--- src/rtl/axil_master_arbiter.sv ---
// -----------------------------------------------------------------------------
// axil_master_arbiter
//   Shares one AXI4-Lite master port between two local requesters. Arbitration
//   is round-robin with a single outstanding transaction. The block sequences
//   AW/W/B for writes and AR/R for reads and hands the response back to the
//   requester that was granted.
//
// Ports
//   M_AXI_ACLK / M_AXI_ARESET : clock, synchronous active-high reset
//   REQ_VALID/WE/ADDR/WDATA   : per-requester command (requester i in slice i)
//   REQ_READY                 : one-cycle accept pulse to the granted requester
//   RSP_VALID/RDATA/RESP      : one-cycle completion pulse plus held result
//   M_AXI_*                   : AXI4-Lite master channels (AW, W, B, AR, R)
// -----------------------------------------------------------------------------
module axil_master_arbiter #(
  parameter int C_M_AXI_DATA_WIDTH = 32,
  parameter int C_M_AXI_ADDR_WIDTH = 4
) (
  input  logic                            M_AXI_ACLK,
  input  logic                            M_AXI_ARESET,
  input  logic [1:0]                      REQ_VALID,
  input  logic [1:0]                      REQ_WE,
  input  logic [2*C_M_AXI_ADDR_WIDTH-1:0] REQ_ADDR,
  input  logic [2*C_M_AXI_DATA_WIDTH-1:0] REQ_WDATA,
  output logic [1:0]                      REQ_READY,
  output logic [1:0]                      RSP_VALID,
  output logic [C_M_AXI_DATA_WIDTH-1:0]   RSP_RDATA,
  output logic [1:0]                      RSP_RESP,
  output logic [C_M_AXI_ADDR_WIDTH-1:0]   M_AXI_AWADDR,
  output logic                            M_AXI_AWVALID,
  input  logic                            M_AXI_AWREADY,
  output logic [2:0]                      M_AXI_AWPROT,
  output logic [C_M_AXI_DATA_WIDTH-1:0]   M_AXI_WDATA,
  output logic                            M_AXI_WVALID,
  input  logic                            M_AXI_WREADY,
  output logic [C_M_AXI_DATA_WIDTH/8-1:0] M_AXI_WSTRB,
  input  logic [1:0]                      M_AXI_BRESP,
  input  logic                            M_AXI_BVALID,
  output logic                            M_AXI_BREADY,
  output logic [C_M_AXI_ADDR_WIDTH-1:0]   M_AXI_ARADDR,
  output logic                            M_AXI_ARVALID,
  input  logic                            M_AXI_ARREADY,
  output logic [2:0]                      M_AXI_ARPROT,
  input  logic [C_M_AXI_DATA_WIDTH-1:0]   M_AXI_RDATA,
  input  logic [1:0]                      M_AXI_RRESP,
  input  logic                            M_AXI_RVALID,
  output logic                            M_AXI_RREADY
);

  localparam int DW = C_M_AXI_DATA_WIDTH;
  localparam int AW = C_M_AXI_ADDR_WIDTH;

  typedef enum logic [2:0] {
    S_IDLE         = 3'd0,
    S_WR_ADDR_DATA = 3'd1,
    S_WR_RESP      = 3'd2,
    S_RD_ADDR      = 3'd3,
    S_RD_DATA      = 3'd4,
    S_RESPOND      = 3'd5
  } state_t;

  state_t        r_state, w_state_nxt;
  logic          r_last_grant, w_last_grant_nxt;
  logic          r_grant, w_grant_nxt;
  logic [1:0]    r_req_ready, w_req_ready_nxt;
  logic [1:0]    r_rsp_valid, w_rsp_valid_nxt;
  logic [AW-1:0] r_awaddr, w_awaddr_nxt;
  logic          r_awvalid, w_awvalid_nxt;
  logic [DW-1:0] r_wdata, w_wdata_nxt;
  logic          r_wvalid, w_wvalid_nxt;
  logic          r_bready, w_bready_nxt;
  logic [AW-1:0] r_araddr, w_araddr_nxt;
  logic          r_arvalid, w_arvalid_nxt;
  logic          r_rready, w_rready_nxt;
  logic [DW-1:0] r_rsp_rdata, w_rsp_rdata_nxt;
  logic [1:0]    r_rsp_resp, w_rsp_resp_nxt;

  // Arbitration: a lone requester wins outright; on contention the one that
  // did not complete last wins.
  logic          w_grant;
  logic          w_req_we;
  logic [AW-1:0] w_req_addr;
  logic [DW-1:0] w_req_wdata;
  logic          w_aw_done;
  logic          w_w_done;

  assign w_grant     = (REQ_VALID == 2'b11) ? ~r_last_grant : REQ_VALID[1];
  assign w_req_we    = w_grant ? REQ_WE[1] : REQ_WE[0];
  assign w_req_addr  = w_grant ? REQ_ADDR[2*AW-1:AW] : REQ_ADDR[AW-1:0];
  assign w_req_wdata = w_grant ? REQ_WDATA[2*DW-1:DW] : REQ_WDATA[DW-1:0];

  // A channel counts as done once its VALID has already dropped or it
  // handshakes this cycle, so AW and W may complete in either order.
  assign w_aw_done = ~r_awvalid | M_AXI_AWREADY;
  assign w_w_done  = ~r_wvalid | M_AXI_WREADY;

  // Next-state and next-output computation for the transaction sequencer.
  always_comb begin
    w_state_nxt      = r_state;
    w_last_grant_nxt = r_last_grant;
    w_grant_nxt      = r_grant;
    w_req_ready_nxt  = 2'b00;
    w_rsp_valid_nxt  = 2'b00;
    w_awaddr_nxt     = r_awaddr;
    w_awvalid_nxt    = r_awvalid;
    w_wdata_nxt      = r_wdata;
    w_wvalid_nxt     = r_wvalid;
    w_bready_nxt     = r_bready;
    w_araddr_nxt     = r_araddr;
    w_arvalid_nxt    = r_arvalid;
    w_rready_nxt     = r_rready;
    w_rsp_rdata_nxt  = r_rsp_rdata;
    w_rsp_resp_nxt   = r_rsp_resp;
    case (r_state)
      S_IDLE: begin
        if (REQ_VALID != 2'b00) begin
          w_grant_nxt     = w_grant;
          w_req_ready_nxt = w_grant ? 2'b10 : 2'b01;
          if (w_req_we) begin
            w_awaddr_nxt  = w_req_addr;
            w_wdata_nxt   = w_req_wdata;
            w_awvalid_nxt = 1'b1;
            w_wvalid_nxt  = 1'b1;
            w_state_nxt   = S_WR_ADDR_DATA;
          end else begin
            w_araddr_nxt  = w_req_addr;
            w_arvalid_nxt = 1'b1;
            w_state_nxt   = S_RD_ADDR;
          end
        end else begin
          w_state_nxt = S_IDLE;
        end
      end
      S_WR_ADDR_DATA: begin
        if (M_AXI_AWREADY) begin
          w_awvalid_nxt = 1'b0;
        end else begin
          w_awvalid_nxt = r_awvalid;
        end
        if (M_AXI_WREADY) begin
          w_wvalid_nxt = 1'b0;
        end else begin
          w_wvalid_nxt = r_wvalid;
        end
        if (w_aw_done && w_w_done) begin
          w_bready_nxt = 1'b1;
          w_state_nxt  = S_WR_RESP;
        end else begin
          w_state_nxt = S_WR_ADDR_DATA;
        end
      end
      S_WR_RESP: begin
        if (M_AXI_BVALID) begin
          w_bready_nxt    = 1'b0;
          w_rsp_resp_nxt  = M_AXI_BRESP;
          w_rsp_rdata_nxt = {DW{1'b0}};
          w_state_nxt     = S_RESPOND;
        end else begin
          w_state_nxt = S_WR_RESP;
        end
      end
      S_RD_ADDR: begin
        if (M_AXI_ARREADY) begin
          w_arvalid_nxt = 1'b0;
          w_rready_nxt  = 1'b1;
          w_state_nxt   = S_RD_DATA;
        end else begin
          w_state_nxt = S_RD_ADDR;
        end
      end
      S_RD_DATA: begin
        if (M_AXI_RVALID) begin
          w_rready_nxt    = 1'b0;
          w_rsp_rdata_nxt = M_AXI_RDATA;
          w_rsp_resp_nxt  = M_AXI_RRESP;
          w_state_nxt     = S_RESPOND;
        end else begin
          w_state_nxt = S_RD_DATA;
        end
      end
      S_RESPOND: begin
        w_rsp_valid_nxt  = r_grant ? 2'b10 : 2'b01;
        w_last_grant_nxt = r_grant;
        w_state_nxt      = S_IDLE;
      end
      default: begin
        w_state_nxt   = S_IDLE;
        w_awvalid_nxt = 1'b0;
        w_wvalid_nxt  = 1'b0;
        w_bready_nxt  = 1'b0;
        w_arvalid_nxt = 1'b0;
        w_rready_nxt  = 1'b0;
      end
    endcase
  end

  // State and output registers; reset drops every handshake and discards
  // any command in flight.
  always_ff @(posedge M_AXI_ACLK) begin
    if (M_AXI_ARESET) begin
      r_state      <= S_IDLE;
      r_last_grant <= 1'b1;
      r_grant      <= 1'b0;
      r_req_ready  <= 2'b00;
      r_rsp_valid  <= 2'b00;
      r_awaddr     <= {AW{1'b0}};
      r_awvalid    <= 1'b0;
      r_wdata      <= {DW{1'b0}};
      r_wvalid     <= 1'b0;
      r_bready     <= 1'b0;
      r_araddr     <= {AW{1'b0}};
      r_arvalid    <= 1'b0;
      r_rready     <= 1'b0;
      r_rsp_rdata  <= {DW{1'b0}};
      r_rsp_resp   <= 2'b00;
    end else begin
      r_state      <= w_state_nxt;
      r_last_grant <= w_last_grant_nxt;
      r_grant      <= w_grant_nxt;
      r_req_ready  <= w_req_ready_nxt;
      r_rsp_valid  <= w_rsp_valid_nxt;
      r_awaddr     <= w_awaddr_nxt;
      r_awvalid    <= w_awvalid_nxt;
      r_wdata      <= w_wdata_nxt;
      r_wvalid     <= w_wvalid_nxt;
      r_bready     <= w_bready_nxt;
      r_araddr     <= w_araddr_nxt;
      r_arvalid    <= w_arvalid_nxt;
      r_rready     <= w_rready_nxt;
      r_rsp_rdata  <= w_rsp_rdata_nxt;
      r_rsp_resp   <= w_rsp_resp_nxt;
    end
  end

  assign REQ_READY     = r_req_ready;
  assign RSP_VALID     = r_rsp_valid;
  assign RSP_RDATA     = r_rsp_rdata;
  assign RSP_RESP      = r_rsp_resp;
  assign M_AXI_AWADDR  = r_awaddr;
  assign M_AXI_AWVALID = r_awvalid;
  assign M_AXI_AWPROT  = 3'b000;
  assign M_AXI_WDATA   = r_wdata;
  assign M_AXI_WVALID  = r_wvalid;
  assign M_AXI_WSTRB   = {(DW/8){1'b1}};
  assign M_AXI_BREADY  = r_bready;
  assign M_AXI_ARADDR  = r_araddr;
  assign M_AXI_ARVALID = r_arvalid;
  assign M_AXI_ARPROT  = 3'b000;
  assign M_AXI_RREADY  = r_rready;

endmodule
--- config.mk ---
export PLATFORM = sky130hd
export DESIGN_NAME = axil_master_arbiter
export DESIGN_NICKNAME = d
export VERILOG_FILES = /design/src/rtl/axil_master_arbiter.sv
export SDC_FILE = /design/constraint.sdc
export NUM_CORES = 1
export LEC_CHECK = 0
export ABC_AREA = 1
export ABC_CLOCK_PERIOD_IN_PS = 1370
export CAP_MARGIN = 10
export CORE_MARGIN = 1
export CORE_UTILIZATION = 40
export CTS_CLUSTER_SIZE = 10
export DETAILED_ROUTE_END_ITERATION = 8
export DONT_BUFFER_PORTS = 1
export GPL_TIMING_DRIVEN = 0
export PLACE_DENSITY = 0.53
export SETUP_SLACK_MARGIN = 0.15
export SLEW_MARGIN = 40
export SYNTH_ARGS = -nofsm -noshare
export SYNTH_HDL_FRONTEND = slang
export SYNTH_SLANG_ARGS = --single-unit
--- constraint.sdc ---
create_clock -name M_AXI_ACLK -period 1.37 [get_ports M_AXI_ACLK]
set_input_delay 0.411 -clock M_AXI_ACLK [delete_from_list [all_inputs] [get_ports M_AXI_ACLK]]
set_output_delay 0.411 -clock M_AXI_ACLK [all_outputs]
set_load 0.05 [all_outputs]
==> flow_summary.ini <==
[setup_path]
crit_required_ns = 1.65
crit_buf_inv = 3
worst_path_most_repeated_cell = buf_8
cp_top_family = simple AND/OR/NAND/NOR gates
slowest_stage = dfxtp_2
cp-start-kind = register
end_kind = register
path_max_fanout = 5
cpPeakStageDelay_ns = 0.33
worst_ep_arrival_time_ns = 1.77
cp_cell_sequence = buf_6 -> nor2_4 -> nand2_4 -> buf_8 -> buf_8 -> nor2_1 -> nand4_1 -> a21oi_1
worstSetupPathType = reg -> reg

[drt]
drt_iter0_markers = 196
wl_per_cell_um = 15.48
drc = 0
via_per_inst = 5.091
wirelength_um = 12940
ant_nets = 0
vias = 4256
dr.pass1.iters = 4

[logic_synthesis]
synth_edf_count = 0
async_reset_ff_frac = 0
synthesis.area_mm2 = 0.004297
postSynthAreaPerCell_um2 = 6.661
ys_seq_area_frac = 0.4100
yosys_warnings = 0
synth_seq_cells = 88
synthCells = 645
ys_types = 29
ys.flop_type = dfxtp_1

[power]
vdd_ir_drop_max_uv = 858.0
seq_power_share = 0.456
p_sw_w = 0.004365
powerDensity_mw_per_mm2 = 1686
p_sw_frac = 0.4422
leakage_nw = 2.525
p_int_w = 0.005506
pwr-share-clk = 0.204
combPwrFrac = 0.339

[timing]
tns_ns = -1.289
fmax_ghz = 0.6716
slew_violations = 0
grt_setup_unrepaired = true
worst_pin_slew_ns = 0.7190
finClkSkew_ns = 0.007861
setup_violations = 55
min_period_ns = 1.489
hold_viol = 0
max-slew-margin-rel = 0.5207
setup_ws_ns = -0.1191
finalCritPeriodShare = 1.087

[cts]
htreeDepth = 3
cts_sinks = 88
cts_tree = built
cts_buffers = 9
clkTransAtPathRegs_ns = 0.09
ctsLongestPathBuffers = 2
ctsRootBufferMaster = clkbuf_8
clock_latency_ns = 0.37

[floorplanning]
floorplan.initialDensity = 0.4143
io_pins = 212
num_rows = 37
die_x_um = 105.6
core_mm2 = 0.01037
die-area_mm2 = 0.01116
fp.dieH_um = 105.6

[outcome]
status = finished, violations left
violations = negative setup slack

[run]
drv_cap = 0

[min_path]
min_path_type = in -> reg

[global_route]
grt_usage = 0.2225
grt_pass1_vias = 4017
grt_max_degree = 16
antenna_found_initial = 0
grt_overflow = 0
grt_pass1_wl_um = 19550

[finish]
areaGrowthSynthToFinish_pct = 36.25
fin_nets = 815
diodes = 0
mostFrequentLayoutCell = nand2_1
final_cells = 836
final_cell_mix = nand2_1 (162), nor2_1 (105), dfxtp_4 (85), inv_1 (40), nand4_1 (36)
fin_area_mm2 = 0.005854
drive_gt1_frac = 0.3943

[place]
postPlaceCellArea_mm2 = 0.004593
place_inst = 789
dp_hpwl_um = 8533
port_buffers = 0
gp_congestion = 0.8025
dp_slack_ns = -0.2055
stage by stage:
step                      total power, W  hold slack [ns]  utilization
final                           0.009870           0.2378       0.5646
after global routing             0.01044           0.2331       0.5646
after global placement          0.006752           0.4321       0.4429
after CTS                       0.009564           0.2184       0.5270
after floorplan                 0.006262           0.4135            -
after detailed placement        0.006793           0.4321       0.4429
final timing paths:
path / startpoint / end / slack, ns / cells after the start
min: M_AXI_ARREADY / M_AXI_RREADY / 0.24 / 2
max: r_state[1] / RSP_RDATA[20] / -0.12 / 8
min reg2reg: r_grant / RSP_VALID[0] / 0.44 / 1
max reg2reg: r_state[1] / RSP_RDATA[20] / -0.12 / 8
sequential cells by signal, indices dropped and copies added (netlist names), 2 cells and up:
name          flops
RSP_RESP          2
RSP_VALID         2
M_AXI_WDATA      32
RSP_RDATA        32
M_AXI_ARADDR      4
REQ_READY         2
M_AXI_AWADDR      4
r_state           3
logic make-up (layout without fill, tap and decap cells):
logic type / count (synthesis) / in the layout / share of synthesized area
other: 2 / 10 / 0.001748
buffers and inverters: 100 / 145 / 0.1241
adders and majority gates: 1 / 1 / 0.002912
and+or+nand+nor: 370 / 372 / 0.3623
DFF: 88 / 88 / 0.4100
AOI/OAI and AO/OA: 84 / 84 / 0.09901
routing by layer:
metal / vias to the layer above / track usage / wire (um) / share of wire
met5: - / 0 / 0 / 0
met4: 0 / 0.08532 / 274 / 0.021
met3: 23 / 0.07174 / 1064 / 0.082
met2: 169 / 0.4034 / 6624 / 0.51
met1: 1937 / 0.2384 / 4976 / 0.38
li1: 2127 / - / - / -
Yosys cell counts (3+ instances only):
cell,number,share of area
o21ai_0,30,0.035
nand2_1,178,0.16
nand2_2,4,0.0058
clkbuf_1,10,0.0087
o21ai_1,10,0.012
buf_6,10,0.026
dfxtp_1,88,0.41
inv_1,43,0.038
or2_2,4,0.0058
buf_2,14,0.016
buf_4,16,0.028
nand4_1,36,0.052
inv_2,3,0.0026
nand3_1,13,0.015
a21oi_1,42,0.049
nor2_1,128,0.11
worst reg2reg max path, cell delays in order (launching register included):
cell	delay (ns)
dfxtp_2	0.33
buf_6	0.13
nor2_4	0.12
nand2_4	0.10
buf_8	0.16
buf_8	0.12
nor2_1	0.12
nand4_1	0.13
a21oi_1	0.19
power by group through the flow:
stage / Combinational, W / Sequential, W / Clock [W]
floorplan: 0.00193 / 0.00433 / 0
global placement: 0.00232 / 0.00443 / 0
detailed placement: 0.00236 / 0.00443 / 0
CTS: 0.00300 / 0.00449 / 0.00207
global route: 0.00368 / 0.00456 / 0.00220
finish: 0.00335 / 0.00450 / 0.00202
area by class of cell:
cell class | count | area (um^2)
flip-flops and latches | 88 | 2083
repair buffers | 29 | 301.5
multi-input cells | 467 | 2450
inverters | 49 | 203.9
clock buffers | 9 | 123.9
clock inverters | 7 | 96.34
plain buffers | 51 | 425.4
well taps | 136 | 170.2
fillers | 1014 | 4516
timing repair:
action                     CTS  global route
setup endpoints to repair  166           169
pin swaps                   21            63
hold buffers                 0             0
buffers inserted            21             1
gates resized for setup    210            95
gates cloned                 7             2
(Power assumes the default switching activity.)
